--- config.mk ---
export PLATFORM = sky130hd
export DESIGN_NAME = pool_seq_ctrl
export DESIGN_NICKNAME = d
export VERILOG_FILES = /design/src/rtl/pool_seq_ctrl_pkg.sv /design/src/rtl/pool_addr_gen.sv /design/src/rtl/pool_seq_ctrl.sv
export SDC_FILE = /design/constraint.sdc
export NUM_CORES = 1
export LEC_CHECK = 0
export CAP_MARGIN = 40
export CORE_ASPECT_RATIO = 1.2
export CORE_MARGIN = 2
export CORE_UTILIZATION = 50
export DETAILED_ROUTE_END_ITERATION = 6
export PLACE_DENSITY = 0.85
export SYNTH_ARGS = -nofsm -noshare
export SYNTH_HDL_FRONTEND = slang
export SYNTH_SLANG_ARGS = --single-unit
--- constraint.sdc ---
create_clock -name clk -period 4.3 [get_ports clk]
set_input_delay 1.29 -clock clk [delete_from_list [all_inputs] [get_ports clk]]
set_output_delay 1.29 -clock clk [all_outputs]
set_load 0.005 [all_outputs]
--- src/rtl/pool_seq_ctrl_pkg.sv ---
// Shared definitions for the pooling sequencer: FSM state encoding and the
// pooled-dimension helper reused by the neighbouring layer controllers.
package pool_seq_ctrl_pkg;

    typedef enum logic [2:0] {
        ST_IDLE = 3'd0,
        ST_RD   = 3'd1,
        ST_CAP  = 3'd2,
        ST_POOL = 3'd3,
        ST_WR   = 3'd4,
        ST_FIN  = 3'd5
    } state_e;

    localparam int NUM_TAPS = 4;

    // 2x2 stride-2 pooling output size; an odd trailing row/column is dropped.
    function automatic int pool_out_dim(input int n);
        return n / 2;
    endfunction

endpackage

--- src/rtl/pool_addr_gen.sv ---
// Window/tap counters for the 2x2 pooling pass; produces the input-buffer read
// address, the output-buffer write address and a last-window flag.
module pool_addr_gen
    import pool_seq_ctrl_pkg::*;
#(
    parameter int IMG_W = 24,
    parameter int IMG_H = 24,
    parameter int RD_AW = 10,
    parameter int WR_AW = 8
) (
    input  logic             clk,
    input  logic             rst_n,
    input  logic             clr,
    input  logic             k_inc,
    input  logic             win_adv,
    output logic [1:0]       k,
    output logic             k_last,
    output logic             last_window,
    output logic [RD_AW-1:0] rd_addr,
    output logic [WR_AW-1:0] wr_addr
);

    localparam int OUT_W = pool_out_dim(IMG_W);
    localparam int OUT_H = pool_out_dim(IMG_H);

    localparam logic [RD_AW-1:0] ROW_PAIR  = RD_AW'(2 * IMG_W);
    localparam logic [WR_AW-1:0] OUT_ROW   = WR_AW'(OUT_W);
    localparam logic [WR_AW-1:0] WC_MAX    = WR_AW'(OUT_W - 1);
    localparam logic [WR_AW-1:0] WR_MAX    = WR_AW'(OUT_H - 1);

    logic [WR_AW-1:0] wr_q, wr_d;
    logic [WR_AW-1:0] wc_q, wc_d;
    logic [1:0]       k_q, k_d;
    logic             wc_last;
    logic             wr_last;
    logic [RD_AW-1:0] rd_base;
    logic [RD_AW-1:0] tap_off [NUM_TAPS];

    // Tap order inside a window: top-left, top-right, bottom-left, bottom-right.
    for (genvar gi = 0; gi < NUM_TAPS; gi++) begin : g_tap
        assign tap_off[gi] = RD_AW'((gi / 2) * IMG_W + (gi % 2));
    end

    assign wc_last     = (wc_q == WC_MAX);
    assign wr_last     = (wr_q == WR_MAX);
    assign last_window = wc_last && wr_last;
    assign k           = k_q;
    assign k_last      = (k_q == 2'd3);

    always_comb begin
        rd_base = ROW_PAIR * RD_AW'(wr_q) + (RD_AW'(wc_q) << 1);
        rd_addr = rd_base + tap_off[k_q];
        wr_addr = OUT_ROW * wr_q + wc_q;
    end

    always_comb begin
        wr_d = wr_q;
        wc_d = wc_q;
        k_d  = k_q;
        if (clr) begin
            wr_d = '0;
            wc_d = '0;
            k_d  = '0;
        end else begin
            if (k_inc) begin
                k_d = k_q + 2'd1;
            end
            if (win_adv) begin
                if (!wc_last) begin
                    wc_d = wc_q + WR_AW'(1);
                end else begin
                    wc_d = '0;
                    if (!wr_last) begin
                        wr_d = wr_q + WR_AW'(1);
                    end
                end
            end
        end
    end

    always_ff @(posedge clk or negedge rst_n) begin
        if (!rst_n) begin
            wr_q <= '0;
            wc_q <= '0;
            k_q  <= '0;
        end else begin
            wr_q <= wr_d;
            wc_q <= wc_d;
            k_q  <= k_d;
        end
    end

endmodule

--- src/rtl/pool_seq_ctrl.sv ---
// 2x2 stride-2 average-pooling sequencer: fetches each window from the input
// buffer, drives the external average unit and writes the pooled result.
module pool_seq_ctrl
    import pool_seq_ctrl_pkg::*;
#(
    parameter int IMG_W  = 24,
    parameter int IMG_H  = 24,
    parameter int DATA_W = 8,
    parameter int RD_AW  = 10,
    parameter int WR_AW  = 8
) (
    input  logic              clk,
    input  logic              rst_n,
    input  logic              start,
    input  logic              abort,
    output logic              busy,
    output logic              done,
    output logic              rd_en,
    output logic [RD_AW-1:0]  rd_addr,
    input  logic [DATA_W-1:0] rd_data,
    output logic              pool_en,
    output logic [DATA_W-1:0] pool_in1,
    output logic [DATA_W-1:0] pool_in2,
    output logic [DATA_W-1:0] pool_in3,
    output logic [DATA_W-1:0] pool_in4,
    input  logic [DATA_W-1:0] pool_res,
    output logic              wr_en,
    output logic [WR_AW-1:0]  wr_addr,
    output logic [DATA_W-1:0] wr_data
);

    state_e state_q, state_d;

    logic [DATA_W-1:0] pool_in_q [NUM_TAPS];
    logic [DATA_W-1:0] pool_in_d [NUM_TAPS];
    logic [DATA_W-1:0] wr_data_q, wr_data_d;

    logic              in_pass;
    logic              abort_hit;
    logic              cnt_clr;
    logic              k_inc;
    logic              win_adv;
    logic [1:0]        k;
    logic              k_last;
    logic              last_window;
    logic [RD_AW-1:0]  gen_rd_addr;
    logic [WR_AW-1:0]  gen_wr_addr;

    pool_addr_gen #(
        .IMG_W (IMG_W),
        .IMG_H (IMG_H),
        .RD_AW (RD_AW),
        .WR_AW (WR_AW)
    ) u_addr_gen (
        .clk         (clk),
        .rst_n       (rst_n),
        .clr         (cnt_clr),
        .k_inc       (k_inc),
        .win_adv     (win_adv),
        .k           (k),
        .k_last      (k_last),
        .last_window (last_window),
        .rd_addr     (gen_rd_addr),
        .wr_addr     (gen_wr_addr)
    );

    // FIN is deliberately outside the pass so busy drops on the done cycle.
    assign in_pass   = (state_q == ST_RD) || (state_q == ST_CAP) ||
                       (state_q == ST_POOL) || (state_q == ST_WR);
    assign abort_hit = abort && in_pass;
    assign cnt_clr   = ((state_q == ST_IDLE) && start) || abort_hit;
    assign k_inc     = (state_q == ST_RD);
    assign win_adv   = (state_q == ST_WR);

    always_comb begin
        state_d = state_q;
        case (state_q)
            ST_IDLE: if (start) state_d = ST_RD;
            ST_RD:   if (k_last) state_d = ST_CAP;
            ST_CAP:  state_d = ST_POOL;
            ST_POOL: state_d = ST_WR;
            ST_WR:   state_d = last_window ? ST_FIN : ST_RD;
            ST_FIN:  state_d = ST_IDLE;
            default: state_d = ST_IDLE;
        endcase
        if (abort_hit) begin
            state_d = ST_IDLE;
        end
    end

    // Strobes decode straight from the state, so a write in the abort cycle completes.
    always_comb begin
        busy    = in_pass;
        done    = (state_q == ST_FIN);
        rd_en   = (state_q == ST_RD);
        pool_en = (state_q == ST_POOL);
        wr_en   = (state_q == ST_WR);
        rd_addr = rd_en ? gen_rd_addr : '0;
        wr_addr = wr_en ? gen_wr_addr : '0;
        wr_data = wr_en ? pool_res : wr_data_q;
    end

    // Read data lags the strobe by one cycle, so tap k-1 lands while k is issued.
    always_comb begin
        for (int i = 0; i < NUM_TAPS; i++) begin
            pool_in_d[i] = pool_in_q[i];
        end
        if ((state_q == ST_RD) && (k != 2'd0)) begin
            pool_in_d[k - 2'd1] = rd_data;
        end
        if (state_q == ST_CAP) begin
            pool_in_d[NUM_TAPS-1] = rd_data;
        end
        wr_data_d = (state_q == ST_WR) ? pool_res : wr_data_q;
    end

    for (genvar gi = 0; gi < NUM_TAPS; gi++) begin : g_pix
        always_ff @(posedge clk or negedge rst_n) begin
            if (!rst_n) begin
                pool_in_q[gi] <= '0;
            end else begin
                pool_in_q[gi] <= pool_in_d[gi];
            end
        end
    end

    always_ff @(posedge clk or negedge rst_n) begin
        if (!rst_n) begin
            state_q   <= ST_IDLE;
            wr_data_q <= '0;
        end else begin
            state_q   <= state_d;
            wr_data_q <= wr_data_d;
        end
    end

    assign pool_in1 = pool_in_q[0];
    assign pool_in2 = pool_in_q[1];
    assign pool_in3 = pool_in_q[2];
    assign pool_in4 = pool_in_q[3];

endmodule

-- Word level (Yosys, flattened, before mapping)
Cells that the tools add are included.
- input port bits: 20
- bits in latches: 0
- register bits: 61
- output and inout bits: 63
- memory bits (writable): 0
- memories kept: 0
- logic and storage cells: 76
- memory bits (read-only): 0
- equal/unequal tests: 11
- reductions and logical operators: 17
- shifts and indexed selects: 0
- divide/modulo/power cells: 0
- muxes and demuxes: 25
- add/sub/neg operators: 7
- magnitude comparators: 3
- bitwise operators: 2
- multiply operators: 2
- operator list (cell ; number):
    $mux W8 ; 12
    $bwmux W32 ; 1
    $mux W10 ; 3
    $bmux W10 S2 ; 1
    $add A8 B1 Y8 const B ; 2
    $demux W8 S2 ; 1
    $eq A8 B4 Y1 const B ; 2
    $mul A2 B8 Y6 const A ; 2
    $pmux W3 S5 ; 1
    $mux W3 ; 4
    $add A10 B10 Y10 ; 1
    $add A10 B9 Y10 ; 1
    $reduce_bool A2 Y1 ; 5
    $add A8 B8 Y8 ; 1
    $eq A3 B2 Y1 const B ; 2
    $eq A3 B3 Y1 const B ; 2
    $ge A3 B3 Y1 const B ; 2
    $not A2 Y3 ; 2
    $logic_and A1 B1 Y1 ; 5
    $logic_or A1 B1 Y1 ; 4
    $mux W2 ; 2
    $eq A3 B1 Y1 const B ; 1
    $logic_not A3 Y1 ; 1
    $lt A3 B1 Y1 const B ; 1
    other kinds (8) ; 8

-- Depth between registers and ports, before layout
- depth after elaboration: 9
- gate-level depth with buffers: 11
- depth with buffers taken out: 11

-- Hierarchy
From an unflattened synthesis, not the netlist that was laid out.
- cells, all modules: 298
- area total of the unflattened synthesis: 3530.9 µm²
- modules (own cells, without submodules) (module ; instances ; seq. area each (µm²) ; cells each ; area each (µm²)):
    pool_seq_ctrl ; 1 ; 1076.0 ; 132 ; 1880.6
    pool_addr_gen ; 1 ; 450.4 ; 166 ; 1650.3

-- Worst setup path before layout
No wires, ideal clock.
- path type: flip-flop to output port
- start point: register u_addr_gen.wr_q[0]
- end point: output rd_addr[9]
- data required time: 3.010 ns
- path slack: 0.487 ns
- path buffers: 0
- data arrival time: 2.523 ns
- cell stages (with the launch flop): 11
- cell sequence: dfrtp_1 -> ha_1 -> inv_1 -> fa_1 -> inv_1 -> ha_1 -> ha_1 -> o21ai_0 -> o21ai_0 -> and3_1 -> mux2_2
- longest elaborated chain between the ends: 4
- ends and longest elaborated chain (element ; RTL line ; source):
    start: declaration ; pool_addr_gen.sv:31 ; logic [WR_AW-1:0] wr_q, wr_d;
    start signal: assignment ; pool_addr_gen.sv:87 ; wr_q <= wr_d;
    $mul A2 B8 Y6 ; pool_addr_gen.sv:51 ; rd_base = ROW_PAIR * RD_AW'(wr_q) + (RD_AW'(wc_q) << 1);
    $add A10 B9 Y10 ; pool_addr_gen.sv:51 ;
    $add A10 B10 Y10 ; pool_addr_gen.sv:52 ; rd_addr = rd_base + tap_off[k_q];
    $mux W10 ; pool_seq_ctrl.sv:98 ; rd_addr = rd_en ? gen_rd_addr : '0;
    end: declaration ; pool_seq_ctrl.sv:19 ; output logic [RD_AW-1:0] rd_addr,
Every way passes these cells.

-- Worst setup path after layout
- start point: register u_addr_gen.wr_q[2]
- end point: output rd_addr[9]
The elaborated chain is that of the path after synthesis.

==> results_dict.tcl <==
set metrics [dict create \
    clock_sinks 61 \
    std_cell_rows 33 \
    viasPerCell 5.63 \
    core_sq_um 6850 \
    drc 0 \
    start_util_pct 51.9 \
    cp_max_fo 3 \
    synth_area_sq_um 3560 \
    placed_area_sq_um 4490 \
    hpwl_um 6210 \
    fillers 492 \
    cts_tree "done" \
    slowest_delay_ns 0.39 \
    finalCriticalPeriod_ns 4.30 \
    port_buffers 82 \
    place_congestion 0.908 \
    io_pins 83 \
    avgSynthCellArea_sq_um 10.6 \
    overflow 0 \
    worstSetupEndpointType "output pin" \
    antenna_found_initial 0 \
    clk_path_buf_depth 2 \
    fin_setup_tns_ns -0.00170 \
    dieHeight_um 96.4 \
    num_vias 2944 \
    die_area_sq_um 7810 \
    required_ns 3.01 \
    cts_hold_buf 0 \
    netlist_instances 335 \
    wirelength_um 8940 \
    nNetsFinal 483 \
    cts_inserted_buffers 9 \
    violations "setup timing" \
    worstPathArrival_ns 3.01 \
    ys_async_sr_fraction_pct 100 \
    cts-htree-levels 3 \
    synth_ff_type "dfrtp_1" \
    fin_cells 523 \
    finalHoldViolCount 0 \
    finalClockSkew_ns 0.00940 \
    finalSetupViolCount 1 \
    slowest_stage "dfrtp_1" \
    root_buffer "clkbuf_8" \
    finalCritPeriodShare_pct 100 \
    rsz0062_at_grt "yes" \
    worst_pin_slew_ns 0.781 \
    clkTransAtPathRegs_ns 0.07 \
    hold_class "reg -> reg" \
    cellLeakagePower_nw 2.16 \
    synth_top_cell_by_area "dfrtp_1" \
    power_density_nw_per_um2 424 \
    synth_area_leaders "dfrtp_1 (43%), mux2_2 (11%), ha_1 (9.8%), nand2_1 (3.4%), a21oi_1 (2.5%)" \
    ir_worst_vdd_uv 332 \
    crit_chain "inv_1 > ha_1 > nor2_1 > nor2_1 > xnor2_1 > ha_1 > ha_4 > or2_2 > and3_1 > mux2_4 > buf_6" \
    grt_max_degree 35 \
    dp.cells 501 \
    drt_iter0_drc 237 \
    synth_edf_count 0 \
    drive_gt1_share_pct 20.2 \
    synth_cell_types 49 \
    maxSlewHeadroom_pct 47.7 \
    grt_pass1_wl_um 14000 \
    synth_seq_area_share_pct 42.9 \
    cap_viol_max_count 0 \
    yosysMostFrequentCell "dfrtp_1" \
    worstSetupPathType "reg -> out" \
    status "finished with violations" \
    synthTopCellsByCount "dfrtp_1 (61), mux2_2 (35), nand2_1 (32), ha_1 (28)" \
    start_kind "flop" \
    grt_usage_pct 23.7 \
    finalWorstSetupSlack_ns -0.00170 \
    maxSlewViolCount 0 \
    die_x_um 81.0 \
    routedWlPerCell_um 17.1 \
    stdcell_area_sq_um 4860 \
    synth_top_area_share_pct 42.9 \
    insertion_delay_ns 0.34 \
    fmax_mhz 232 \
    diodes 0 \
    first_pass_iters 4 \
    synth_seq_cells 61 \
    postLayoutCoreUtil_pct 70.9 \
    syn2layout_area_growth_pct 36.5 \
    syn_nets 387 \
    yosysWarningCount 0 \
    grt_pass1_vias 2913 \
    postRouteAntennaNets 0 \
]
[layout by cell type (no fill, tap or decap), types with 3 or more instances in the layout]
cell type / count
or4_1: 6
a21oi_1: 17
nor3_1: 9
o21ai_0: 10
clkbuf_8: 9
and2_1: 9
o31ai_1: 5
fa_1: 3
nand3_1: 4
and3_1: 3
nand2_1: 32
dfrtp_1: 61
nor2_1: 18
ha_4: 4
nor2b_1: 3
buf_4: 15
xnor2_1: 4
o21ai_1: 4
or3_1: 4
ha_1: 23
a211oi_1: 4
inv_1: 16
clkinv_4: 3
mux2_2: 34
clkdlybuf4s50_1: 75
o2111ai_1: 3
xor2_1: 3
[registers in the layout, summed over array words and instances, names as in the netlist]
register         cells
pool_in1             8
pool_in2             8
pool_in3             8
pool_in4             8
u_addr_gen.wc_q      8
u_addr_gen.wr_q      8
wr_data_q            8
state_q              3
u_addr_gen.k         2
[worst paths after layout]
check,to,slack [ns],from,cells after the start
worst max-delay path,rd_addr[9],-0.002,u_addr_gen.wr_q[2]$_DFFE_PN0P_,11
worst min-delay path,wr_data_q[0]$_DFF_PN0_,0.47,wr_data_q[0]$_DFF_PN0_,2
worst max register to register,u_addr_gen.wr_q[3]$_DFFE_PN0P_,2.09,state_q[2]$_DFFE_PN0P_,5
worst min register to register,wr_data_q[0]$_DFF_PN0_,0.47,wr_data_q[0]$_DFF_PN0_,2
max in group asynchronous,pool_in1[3]$_DFFE_PN0P_,2.46,rst_n,2
min in group asynchronous,wr_data_q[2]$_DFF_PN0_,0.97,rst_n,1
[critical path: cells and delay by family (launching register included)]
family                   cells  cell delay [ns]
XOR/XNOR                     1             0.20
multiplexers                 1             0.27
adder cells (fa/ha/maj)      3             0.95
flip-flops                   1             0.39
buffers and inverters        2             0.23
AND/OR/NAND/NOR              4             0.65
[area by class of cell]
type	instances	area (sq um)	share of cell area, %
clock buffer	10	128	2.63
multi-input combinational	244	1990	41.1
sequential	61	1530	31.4
tap	87	109	2.24
timing repair buffer	97	932	19.2
inverter	18	72.6	1.49
clock inverter	6	95.1	1.96
[routing by layer]
| layer | routed length (um) | global-route usage [%] |
|---|---|---|
| met1 | 3570 | 28.2 |
| met5 | 0 | 0 |
| met3 | 694 | 7.16 |
| met4 | 238 | 9.75 |
| met2 | 4450 | 40.0 |
[cell families (layout without fill, tap and decap cells)]
kind of cell | after synthesis | count (layout) | synth area share, %
muxes | 38 | 38 | 12.0
DFF | 61 | 61 | 42.9
and+or+nand+nor | 107 | 107 | 16.2
adders and majority gates | 32 | 32 | 12.1
AOI/OAI and AO/OA | 57 | 57 | 9.78
buffers and inverters | 30 | 131 | 3.80
xor gates and xnor gates | 10 | 10 | 3.23
[per-stage QoR]
step	power (W)	hold slack (ns)	worst slack, ns
6_report	0.00206	0.472	-0.00170
5_1_grt	0.00217	0.488	-0.136
4_1_cts	0.00208	0.475	0.000749
3_5_place_dp	0.00149	0.459	-0.00635
3_3_place_gp	0.00146	0.455	0.0807
2_1_floorplan	0.00107	0.462	0.487
[repair_timing]
action / in CTS / in global routing
setup endpoints to repair: 6 / 5
resized for setup: 16 / 16
setup buffers: 3 / 3
pin swaps: 7 / 8
[power breakdown]
part	internal (W)	switching (W)	total (W)
clock	0.000332	0.000243	0.000575
combinational	0.000424	0.000234	0.000658
sequential	0.000731	0.0000954	0.000827
Note: power is estimated with default switching activity, not from simulation.
